**config.mk**
```make
export PLATFORM = sky130hd
export DESIGN_NAME = muldiv_unit_flat
export DESIGN_NICKNAME = d
export VERILOG_FILES = /design/src/rtl/muldiv_if.sv /design/src/rtl/muldiv_unit.sv /design/src/flat_wrapper.sv
export SDC_FILE = /design/constraint.sdc
export NUM_CORES = 1
export LEC_CHECK = 0
export ABC_AREA = 1
export CAP_MARGIN = 20
export CORE_MARGIN = 2
export CORE_UTILIZATION = 55
export CTS_CLUSTER_SIZE = 30
export DETAILED_ROUTE_END_ITERATION = 6
export PLACE_DENSITY = 0.83
export SYNTH_ARGS = -nofsm -noshare
export SYNTH_HDL_FRONTEND = slang
export SYNTH_SLANG_ARGS = --single-unit
export TNS_END_PERCENT = 5
```
**constraint.sdc**
```tcl
create_clock -name clk -period 2.7 [get_ports clk]
set_clock_uncertainty 0.15 [all_clocks]
set_input_delay 0.81 -clock clk [delete_from_list [all_inputs] [get_ports clk]]
set_output_delay 0.81 -clock clk [all_outputs]
set_load 0.03 [all_outputs]
```
**src/rtl/muldiv_if.sv**
```systemverilog
// muldiv_if: start/operand/result bundle between the execute stage and the multiply/divide unit
interface muldiv_if;
    logic        start;
    logic [1:0]  op;
    logic [31:0] a;
    logic [31:0] b;
    logic        busy;
    logic        done;
    logic [31:0] hi;
    logic [31:0] lo;
    modport master (output start, op, a, b, input busy, done, hi, lo);
    modport slave (input start, op, a, b, output busy, done, hi, lo);
endinterface

```
**src/rtl/muldiv_unit.sv**
```systemverilog
// muldiv_unit: iterative 32-bit MULT/MULTU/DIV/DIVU producing hi/lo in 35 cycles
module muldiv_unit (
    input  logic    clk,
    input  logic    reset,
    muldiv_if.slave bus
);
    typedef enum logic [1:0] {IDLE, PREP, RUN, FIX} state_t;
    state_t state, state_nx;
    logic [1:0]  op_r;
    logic [31:0] a_r, b_r, ma, mb, hi_r, lo_r, rem_nx;
    logic [63:0] acc, prod;
    logic [32:0] mul_sum, shifted;
    logic [4:0]  cnt;
    logic        neg_q, neg_r, busy_r, done_r, sgn, is_div, ge;
    assign sgn     = ~op_r[0];
    assign is_div  = op_r[1];
    assign mul_sum = {1'b0, acc[63:32]} + {1'b0, mb[0] ? ma : 32'd0};
    // acc[63:32] is the running remainder; shifting in the next dividend bit forms the 33-bit trial value
    assign shifted = {acc[63:32], ma[31]};
    assign ge      = shifted >= {1'b0, mb};
    assign rem_nx  = ge ? shifted[31:0] - mb : shifted[31:0];
    assign prod    = neg_q ? -acc : acc;
    assign bus.busy = busy_r;
    assign bus.done = done_r;
    assign bus.hi   = hi_r;
    assign bus.lo   = lo_r;
    always_comb begin
        state_nx = state;
        case (state)
            IDLE: state_nx = bus.start ? PREP : IDLE;
            PREP: state_nx = RUN;
            RUN:  state_nx = (cnt == 5'd31) ? FIX : RUN;
            FIX:  state_nx = IDLE;
            default: state_nx = IDLE;
        endcase
    end
    always_ff @(posedge clk) begin
        if (reset) begin
            state  <= IDLE;
            busy_r <= 1'b0;
            done_r <= 1'b0;
            hi_r   <= '0;
            lo_r   <= '0;
            acc    <= '0;
            cnt    <= '0;
            op_r   <= '0;
            a_r    <= '0;
            b_r    <= '0;
            ma     <= '0;
            mb     <= '0;
            neg_q  <= 1'b0;
            neg_r  <= 1'b0;
        end else begin
            state  <= state_nx;
            busy_r <= state_nx != IDLE;
            done_r <= state == FIX;
            case (state)
                IDLE: if (bus.start) begin
                    op_r <= bus.op;
                    a_r  <= bus.a;
                    b_r  <= bus.b;
                end
                PREP: begin
                    ma    <= (sgn && a_r[31]) ? -a_r : a_r;
                    mb    <= (sgn && b_r[31]) ? -b_r : b_r;
                    neg_q <= sgn && (a_r[31] ^ b_r[31]);
                    neg_r <= sgn && a_r[31];
                    acc   <= '0;
                    cnt   <= '0;
                end
                RUN: begin
                    cnt <= cnt + 5'd1;
                    if (is_div) begin
                        acc <= {rem_nx, acc[30:0], ge};
                        ma  <= ma << 1;
                    end else begin
                        acc <= {mul_sum, acc[31:1]};
                        mb  <= mb >> 1;
                    end
                end
                FIX: begin
                    if (!is_div) {hi_r, lo_r} <= prod;
                    else if (b_r == 32'd0) begin
                        hi_r <= a_r;
                        lo_r <= 32'hFFFF_FFFF;
                    end else begin
                        hi_r <= neg_r ? -acc[63:32] : acc[63:32];
                        lo_r <= neg_q ? -acc[31:0] : acc[31:0];
                    end
                end
                default: ;
            endcase
        end
    end
endmodule
```
**src/flat_wrapper.sv**
```systemverilog
// flat-port wrapper written by rule: the top's interface ports become plain ports
module muldiv_unit_flat 
  (clk, reset, bus_start, bus_op, bus_a, bus_b, bus_busy, bus_done, bus_hi, bus_lo);
  muldiv_if bus_i ();
  input  logic clk;
  input  logic reset;
  input wire logic [$bits(bus_i.start)-1:0] bus_start;
  input wire logic [$bits(bus_i.op)-1:0] bus_op;
  input wire logic [$bits(bus_i.a)-1:0] bus_a;
  input wire logic [$bits(bus_i.b)-1:0] bus_b;
  output wire logic [$bits(bus_i.busy)-1:0] bus_busy;
  output wire logic [$bits(bus_i.done)-1:0] bus_done;
  output wire logic [$bits(bus_i.hi)-1:0] bus_hi;
  output wire logic [$bits(bus_i.lo)-1:0] bus_lo;
  assign bus_i.start = bus_start;
  assign bus_i.op = bus_op;
  assign bus_i.a = bus_a;
  assign bus_i.b = bus_b;
  assign bus_busy = bus_i.busy;
  assign bus_done = bus_i.done;
  assign bus_hi = bus_i.hi;
  assign bus_lo = bus_i.lo;
  muldiv_unit u_core (.clk(clk), .reset(reset), .bus(bus_i));
endmodule
```
==> Word level (Yosys, flattened, before mapping) <==
Cells that the tools add are included.
Widths: inputs -> output; s select.
{ "totals": {"reg_bits": 269, "input_bits": 69, "out_inout_bits": 66, "elab_cells": 62} }
{ "classes": {"n_addsub": 8, "magnitude_cmp": 1, "n_eq_ne": 6, "n_mux": 21, "bitwise_logic": 2, "reduce_logical": 10} }
{ "ops": {"columns": ["cell", "count"], "rows": [
  ["$mux 32", 12],
  ["$mux 64", 2],
  ["$neg 32->32", 4],
  ["$pmux 32 s2", 2],
  ["$pmux 64 s2", 1],
  ["$neg 64->64", 1],
  ["$add 32x32->33", 1],
  ["$ge 33x32->1", 1],
  ["$logic_not 32->1", 1],
  ["$sub 32x32->32", 1],
  ["$pmux 5 s2", 1],
  ["$pmux 2 s4", 1],
  ["$reduce_and 2->1", 3],
  ["$add 5x1->5 const B", 1],
  ["$eq 5x5->1 const B", 1],
  ["$eq 2x2->1 const B", 2],
  ["$reduce_bool 2->1", 2],
  ["$logic_and 1x1->1", 3],
  ["$eq 2x1->1 const B", 1],
  ["$logic_not 2->1", 1],
  ["$mux 1", 2],
  ["$ne 2x1->1 const B", 1],
  ["$ne 2x2->1 const B", 1],
  ["$not 1->1", 1],
  ["$xor 1x1->1", 1]
]} }

==> Longest topological paths before layout <==
Gate-level depths: netlist (run 1).
{ "logic_depth": {"word_depth": 4, "ltp_mapped": 18, "depth_no_buf": 17} }

==> Worst setup path before layout (run 1) <==
OpenSTA, ideal clock, no wires.
{ "synth_timing": {"kind": "reg-to-reg", "startpoint": "register u_core.mb[0]", "endpoint": "register u_core.acc[59]", "t_arrival_ps": 2385, "required_time_ps": 2418, "setup_slack_ps": 33, "stages_incl_launch_ff": 17, "path_buffers": 1, "period_less_slack_ps": 2667, "cell_sequence": "dfxtp_1 > clkbuf_1 > nand2_1 > inv_1 > ha_1 > inv_1 > fa_1 > o21ai_1 > nand2_1 > nand2_1 > nand2_1 > nand2_1 > nand3_1 > nand3_1 > nand3_1 > nand3_1 > a21oi_1"} }
{ "synth_via": {"elab_chain_len": 4} }
{ "synth_lines": {"columns": ["element", "line_no", "source"], "rows": [
  ["start: declaration", "muldiv_unit.sv:10", "logic [31:0] a_r, b_r, ma, mb, hi_r, lo_r, rem_nx;"],
  ["start signal: assignment", "muldiv_unit.sv:65", "mb <= (sgn && b_r[31]) ? -b_r : b_r;"],
  ["start signal: assignment", "muldiv_unit.sv:78", "mb <= mb >> 1;"],
  ["$mux 32 (tied with other cells)", "muldiv_unit.sv:17", "assign mul_sum = {1'b0, acc[63:32]} + {1'b0, mb[0] ? ma : 32'd0};"],
  ["$add 32x32->33 or $mux 32 (tied branches)", "muldiv_unit.sv:17, muldiv_unit.sv:21", null],
  ["$mux 64 *", "muldiv_unit.sv:73", "if (is_div) begin"],
  ["$pmux 64 s2 *", "muldiv_unit.sv:57", "case (state)"],
  ["end signal: assignment", "muldiv_unit.sv:74", "acc <= {rem_nx, acc[30:0], ge};"],
  ["end signal: assignment", "muldiv_unit.sv:77", "acc <= {mul_sum, acc[31:1]};"],
  ["end: declaration", "muldiv_unit.sv:11", "logic [63:0] acc, prod;"]
]} }
Every way passes the cells marked *; elsewhere a longest branch is shown, timed or not.
A chain may end at the register's enable or synchronous reset.

==> Worst setup path after layout (run 1) <==
{ "layout_timing": {"startpoint": "register u_core.hi_r[1] (netlist: u_core.bus.hi[1])", "endpoint": "output bus_hi[1]"} }
{ "layout_rtl": {"columns": ["element", "line_no", "source"], "rows": [
  ["start: declaration", "muldiv_unit.sv:10", null],
  ["start signal: assignment", "muldiv_unit.sv:82", "if (!is_div) {hi_r, lo_r} <= prod;"],
  ["start signal: assignment", "muldiv_unit.sv:84", "hi_r <= a_r;"],
  ["start signal: assignment", "muldiv_unit.sv:87", "hi_r <= neg_r ? -acc[63:32] : acc[63:32];"],
  ["end: declaration", "flat_wrapper.sv:13", "output wire logic [$bits(bus_i.hi)-1:0] bus_hi;"]
]} }
No word-level cell between the ends.

==> results_dict.tcl, run 1 <==
set metrics [dict create \
    status "finished, violations left" \
    violations "DRC" \
    synth_area_sq_um 20700 \
    wl_met1_um 34100 \
    min_path_type "register to register" \
    antenna_found_initial 1 \
    core_region_area_sq_um 37400 \
    synth_edf_count 0 \
    ff2ff_setup_slack_ps 80 \
    cts_setup_buffers 0 \
    placementRows 71 \
    grt_usage 0.393 \
    num_io_pins 135 \
    grt_max_degree 97 \
    maxSlewViolCount 0 \
    fin_crit_sh 0.982 \
    final-hold-violation-count 0 \
    mostFrequentLayoutCells "787 x nand2_1, 432 x inv_1, 352 x nor2_1" \
    r2r_cells 13 \
    postLayoutCellArea_sq_um 24600 \
    antenna_left 0 \
    vias 23916 \
    hold_start "u_core.mb[29]" \
    cts.path.max_buffers 3 \
    ys.flop_type "dfxtp_1" \
    cts_inserted_buffers 31 \
    cp_max_fo 2 \
    rsz0062_at_grt "yes" \
    portBuffers 134 \
    relSlewSlack 0.498 \
    grt_pass1_wl_um 120000 \
    worst_ep_required_time_ps 1740 \
    die_area_sq_um 39200 \
    cts_root_buffer "clkbuf_16" \
    max-cap-violations 0 \
    ir_drop_mv 0.504 \
    crit_path_start_kind "register" \
    worstSetupPathType "register to primary output" \
    grt_pass1_vias 21019 \
    start_util 0.554 \
    wl_per_cell_um 19.0 \
    crit_slowest_cell "clkdlybuf4s50_1" \
    cts_tree "done" \
    worstHoldEndpoint "u_core.mb[29]" \
    setup_ws_ps 49.4 \
    drt-total-wl_um 78700 \
    area_growth_pct 18.6 \
    highest_layer "met4" \
    worstMarginPinSlew_ps 751 \
    clk_pin_slew_ps 70 \
    gp_congestion 1.06 \
    syn_inst 3439 \
    r2r-end "u_core.acc[43]" \
    cp_num_buf_inv 1 \
    htree_levels 1 \
    place_area_sq_um 23300 \
    crit_family "buffers and inverters" \
    pre_cts_ws_ps 66.2 \
    drive_above_1_share 0.0923 \
    avgViaCountPerCell 5.77 \
    grt-ovfl-total 0 \
    place_hpwl_um 61400 \
    drtIter0Drc 3088 \
    path_cells "clkdlybuf4s50_1" \
    synthArstFlopShare 0 \
    ys_types 58 \
    postCtsHoldBufs 0 \
    crit_path_end_kind "primary output" \
    avgSynthCellArea_sq_um 6.02 \
    finalSetupViolations 0 \
    critPathArrivalTime_ps 1690 \
    final_common_cell "nand2_1" \
    period_needed_ps 2650 \
    synth.yosys.seq_area_share 0.260 \
    hold_depth 2 \
    die_x_um 198 \
    insertion_delay_ps 600 \
    drc 8 \
    drt_first_pass_iters 7 \
    p_leak_nw 11.6 \
    die_y_um 198 \
    synth_warnings 0 \
    dr_wl_met3_um 8970 \
    fin_cells 4143 \
    powerDensity_nw_per_um2 581 \
    synth-seq-cells 269 \
    synth_nets 3586 \
    nNetsFinal 3754 \
    cts.sinks 269 \
    dp.cells 4085 \
    rr_startpoint "u_core.mb[0]" \
    fmax_mhz 377 \
    critPathMaxStageDelay_ps 710 \
    wl_met2_um 32600 \
]
cell usage after synthesis (3+ instances only):
cell,number,share of area
buf_2,14,0.0034
dfxtp_1,269,0.26
nand2_2,10,0.0030
or2_2,10,0.0030
a31oi_1,8,0.0024
clkinv_1,7,0.0013
o21a_1,3,0.0011
nand3b_1,14,0.0051
nand3_2,8,0.0039
nor2_2,9,0.0027
o21ai_1,18,0.0044
nor2_1,372,0.067
o22ai_1,50,0.015
ha_1,76,0.046
nor2_4,4,0.0022
and2_1,3,0.00091
nor3_1,29,0.0070
o21ai_2,5,0.0021
inv_1,434,0.079
xor2_1,83,0.035
inv_2,10,0.0018
xnor2_1,9,0.0038
o21ai_0,353,0.085
buf_1,14,0.0025
a21o_1,3,0.0011
buf_6,8,0.0044
clkbuf_1,111,0.020
nand2_1,795,0.14
o31ai_1,5,0.0018
o211ai_1,16,0.0058
nand3_1,266,0.064
o221ai_1,8,0.0034
o221ai_2,6,0.0044
a21oi_1,331,0.080
o21bai_1,13,0.0047
nand4_1,38,0.011
routing by layer:
| metal | up-vias | track usage |
|---|---|---|
| met5 | - | 0 |
| met4 | 0 | 0.134 |
| met3 | 187 | 0.0666 |
| met2 | 1336 | 0.589 |
| met1 | 10780 | 0.569 |
| li1 | 11613 | - |
what timing repair did:
action | in CTS | in global routing
endpoints found under the hold margin | 0 | 0
resized for setup | 0 | 53
setup endpoints to repair | 0 | 31
worst max path at each step:
stage / from / endpoint / cells after the start
2_1_floorplan: u_core.mb[0] / u_core.acc[59] / 16
4_1_cts: u_core.bus.hi[1] / bus_hi[1] / 1
6_report: u_core.bus.hi[1] / bus_hi[1] / 1
3_5_place_dp: u_core.mb[0] / u_core.acc[42] / 17
5_1_grt: u_core.mb[0] / u_core.acc[51] / 15
3_3_place_gp: u_core.mb[0] / u_core.acc[59] / 13
metrics by stage:
stage / util / setup TNS [ps] / hold WS (ps) / power [mW]
CTS: 0.652 / 0 / 318 / 14.1
detailed placement: 0.623 / 0 / 310 / 9.60
global placement: 0.623 / 0 / 302 / 9.57
finish: 0.657 / 0 / 320 / 14.3
global route: 0.656 / -613 / 345 / 14.9
floorplan: - / 0 / 295 / 7.86
logic make-up (layout without fill, tap and decap cells):
logic type,Yosys count,after routing,synth area share
AOI/OAI and AO/OA,825,825,0.214
xor gates and xnor gates,92,92,0.0389
adders and majority gates,78,78,0.0479
buffers and inverters,602,794,0.114
DFF,269,269,0.260
other,0,1,0
and+or+nand+nor,1573,1573,0.324
cell type report:
type                       count  area, sq um
clock inverter                19          236
inverter                     451         1700
clock buffer                  38          842
sequential                   269         5390
antenna                        1         2.50
multi-input combinational   2568        13100
timing repair buffer         286         2620
tap                          511          639
fill                        3597        12800
report_power, final:
group	internal [mW]	switching, mW	total [mW]
Sequential	4.29	0.337	4.63
Clock	2.69	1.82	4.51
Combinational	1.71	3.42	5.13
Total	8.70	5.58	14.3
registers in the layout, summed over array words and instances (netlist names), 5 cells and up:
register,count
u_core.bus.lo,32
u_core.cnt,5
u_core.mb,32
u_core.ma,32
u_core.acc,64
u_core.a_r,32
u_core.bus.hi,32
u_core.b_r,32
Note: power is estimated with default switching activity, not from simulation.
==> run 2, diff against run 1 <==
--- a/config.mk
+++ b/config.mk
@@ -12,6 +12,7 @@
 export CTS_CLUSTER_SIZE = 30
 export DETAILED_ROUTE_END_ITERATION = 6
 export PLACE_DENSITY = 0.83
+export SETUP_SLACK_MARGIN = 0.15
 export SYNTH_ARGS = -nofsm -noshare
 export SYNTH_HDL_FRONTEND = slang
 export SYNTH_SLANG_ARGS = --single-unit
==> run 2 against run 1 <==
The flow now finishes without violations. First-iteration DRC count decreased by 1.2%. Count of clock-buffer cells in the layout increased by 4. Via count increased by 3.2%. Register-to-register slack improved by 20 ps. Clock power decreased by 8.2%. Setup slack improved by 50 ps. Critical path depth increased by 16. Die area unchanged. Sequential power about the same. Worst hold slack improved by 8.4 ps. Flip-flop and latch count unchanged. Cell count increased by 0.72%. Critical path type is now register to register.
==> results_dict.tcl, run 2 (synthesis gave the netlist of run 1 again) <==
set metrics [dict create \
    status "finished clean" \
    clk_pin_slew_ps 70 \
    cts_root_buffer "clkbuf_16" \
    period_needed_ps 2600 \
    insertion_delay_ps 610 \
    powerDensity_nw_per_um2 552 \
    gp_congestion 1.05 \
    worst_ep_required_time_ps 3080 \
    grt_usage 0.393 \
    max-cap-violations 0 \
    rr_startpoint "u_core.mb[0]" \
    ir_drop_mv 0.497 \
    critPathMaxStageDelay_ps 360 \
    worstSetupPathType "register to register" \
    avgViaCountPerCell 5.91 \
    cp_num_buf_inv 4 \
    place_hpwl_um 61400 \
    drc 0 \
    mostFrequentLayoutCells "742 x nand2_1, 399 x inv_1, 339 x o21ai_0" \
    tns_ps 0 \
    worstMarginPinSlew_ps 666 \
    die_x_um 198 \
    nNetsFinal 3785 \
    portBuffers 134 \
    worstSetupStartpoint "u_core.mb[0]" \
    place_area_sq_um 23400 \
    start_util 0.554 \
    postLayoutCellArea_sq_um 26000 \
    hold_depth 2 \
    crit_family "simple AND/OR/NAND/NOR gates" \
    min_path_type "register to register" \
    top_register "u_core.acc" \
    path_cells "buf_12 -> buf_12 -> nand2_1 -> inv_2 -> ha_4 -> nand2_4 -> nor2_1 -> nand2_2 -> nor2_1 -> nand2_1 -> nand3_1 -> nand2_1 -> nand3_1 -> nand2_1 -> inv_1 -> nand2_1 -> a21oi_1" \
    rsz0062_at_grt "yes" \
    drt_first_pass_iters 6 \
    pre_cts_ws_ps -72.5 \
    setup_ws_ps 99.3 \
    crit_path_start_kind "register" \
    dp.cells 4096 \
    die_area_sq_um 39200 \
    crit_path_end_kind "register" \
    placementRows 71 \
    holdWs_ps 328 \
    combPwrFrac 0.388 \
    fmax_mhz 385 \
    grt_pass1_vias 21536 \
    htree_levels 1 \
    maxSlewViolCount 0 \
    final_common_cell "nand2_1" \
    relSlewSlack 0.555 \
    p_leak_nw 12.5 \
    cts.sinks 269 \
    area_growth_pct 25.7 \
    swShare 0.404 \
    n_antenna_cell 0 \
    grt_max_degree 84 \
    cts.path.max_buffers 3 \
    hold_start "u_core.a_r[0]" \
    grt-ovfl-total 0 \
    final_util 0.696 \
    pwr-share-clk 0.288 \
    wl_per_cell_um 19.6 \
    p_seq_frac 0.324 \
    grt_pass1_wl_um 120000 \
    critPathArrivalTime_ps 2980 \
    drive_above_1_share 0.155 \
    worstSetupPathDepth 17 \
    drt-total-wl_um 82000 \
    internal_power_mw 8.56 \
    fin_cells 4173 \
    fin_crit_sh 0.963 \
    final-hold-violation-count 0 \
    ff2ff_setup_slack_ps 100 \
    cts_inserted_buffers 30 \
    vias 24682 \
    num_io_pins 135 \
    cp_max_fo 13 \
    largest_register_ffs 64 \
    finalPower_mw 14.4 \
    drtIter0Drc 3051 \
    die_y_um 198 \
    cts_tree "done" \
    crit_slowest_cell "dfxtp_4" \
    finalSetupViolations 0 \
    core_region_area_sq_um 37400 \
    r2r_cells 17 \
    p_switching_mw 5.80 \
    crit_top_cell "nand2_1" \
    antenna_found_initial 1 \
    antenna_left 0 \
]
run 2: worst register-to-register path, cell delays in order, from the launching register on:
cell,delay [ps]
dfxtp_4,360
buf_12,150
buf_12,150
nand2_1,90
inv_2,50
ha_4,280
nand2_4,90
nor2_1,260
nand2_2,150
nor2_1,110
nand2_1,100
nand3_1,110
nand2_1,60
nand3_1,100
nand2_1,70
inv_1,60
nand2_1,40
a21oi_1,150
run 2: cell type report:
cell class	count	area, sq um
clock buffer	42	826
multi-input combinational	2572	14400
clock inverter	14	145
fill	3304	11400
timing repair buffer	314	2910
tap	511	639
inverter	451	1720
sequential	269	5420
run 2: power by group through the flow:
stage                     logic (mW)  registers [mW]  clock network [mW]
after floorplan                 3.22            4.63                   0
after global placement          4.88            4.68                   0
after detailed placement        4.90            4.69                   0
after CTS                       4.94            4.61                4.13
after global routing            6.04            4.67                4.28
final                           5.57            4.65                4.14
run 2: final timing paths:
kind                                       end
worst max register to register  u_core.acc[52]
worst min-delay path              u_core.ma[0]
worst min register to register    u_core.ma[0]
worst max-delay path            u_core.acc[52]
run 2: what timing repair did:
item,CTS,global route
hold buffers,0,0
gates cloned,0,5
setup buffers,0,16
setup endpoints to repair,76,139
pin swaps,4,63
gates resized for setup,70,329
run 2: per-layer routing:
metal,GRT usage,wire [um],vias to the layer above
met5,0,11,-
met4,0.133,3770,2
met3,0.0836,9950,289
met2,0.589,34000,1536
met1,0.557,34200,11174
li1,-,-,11681
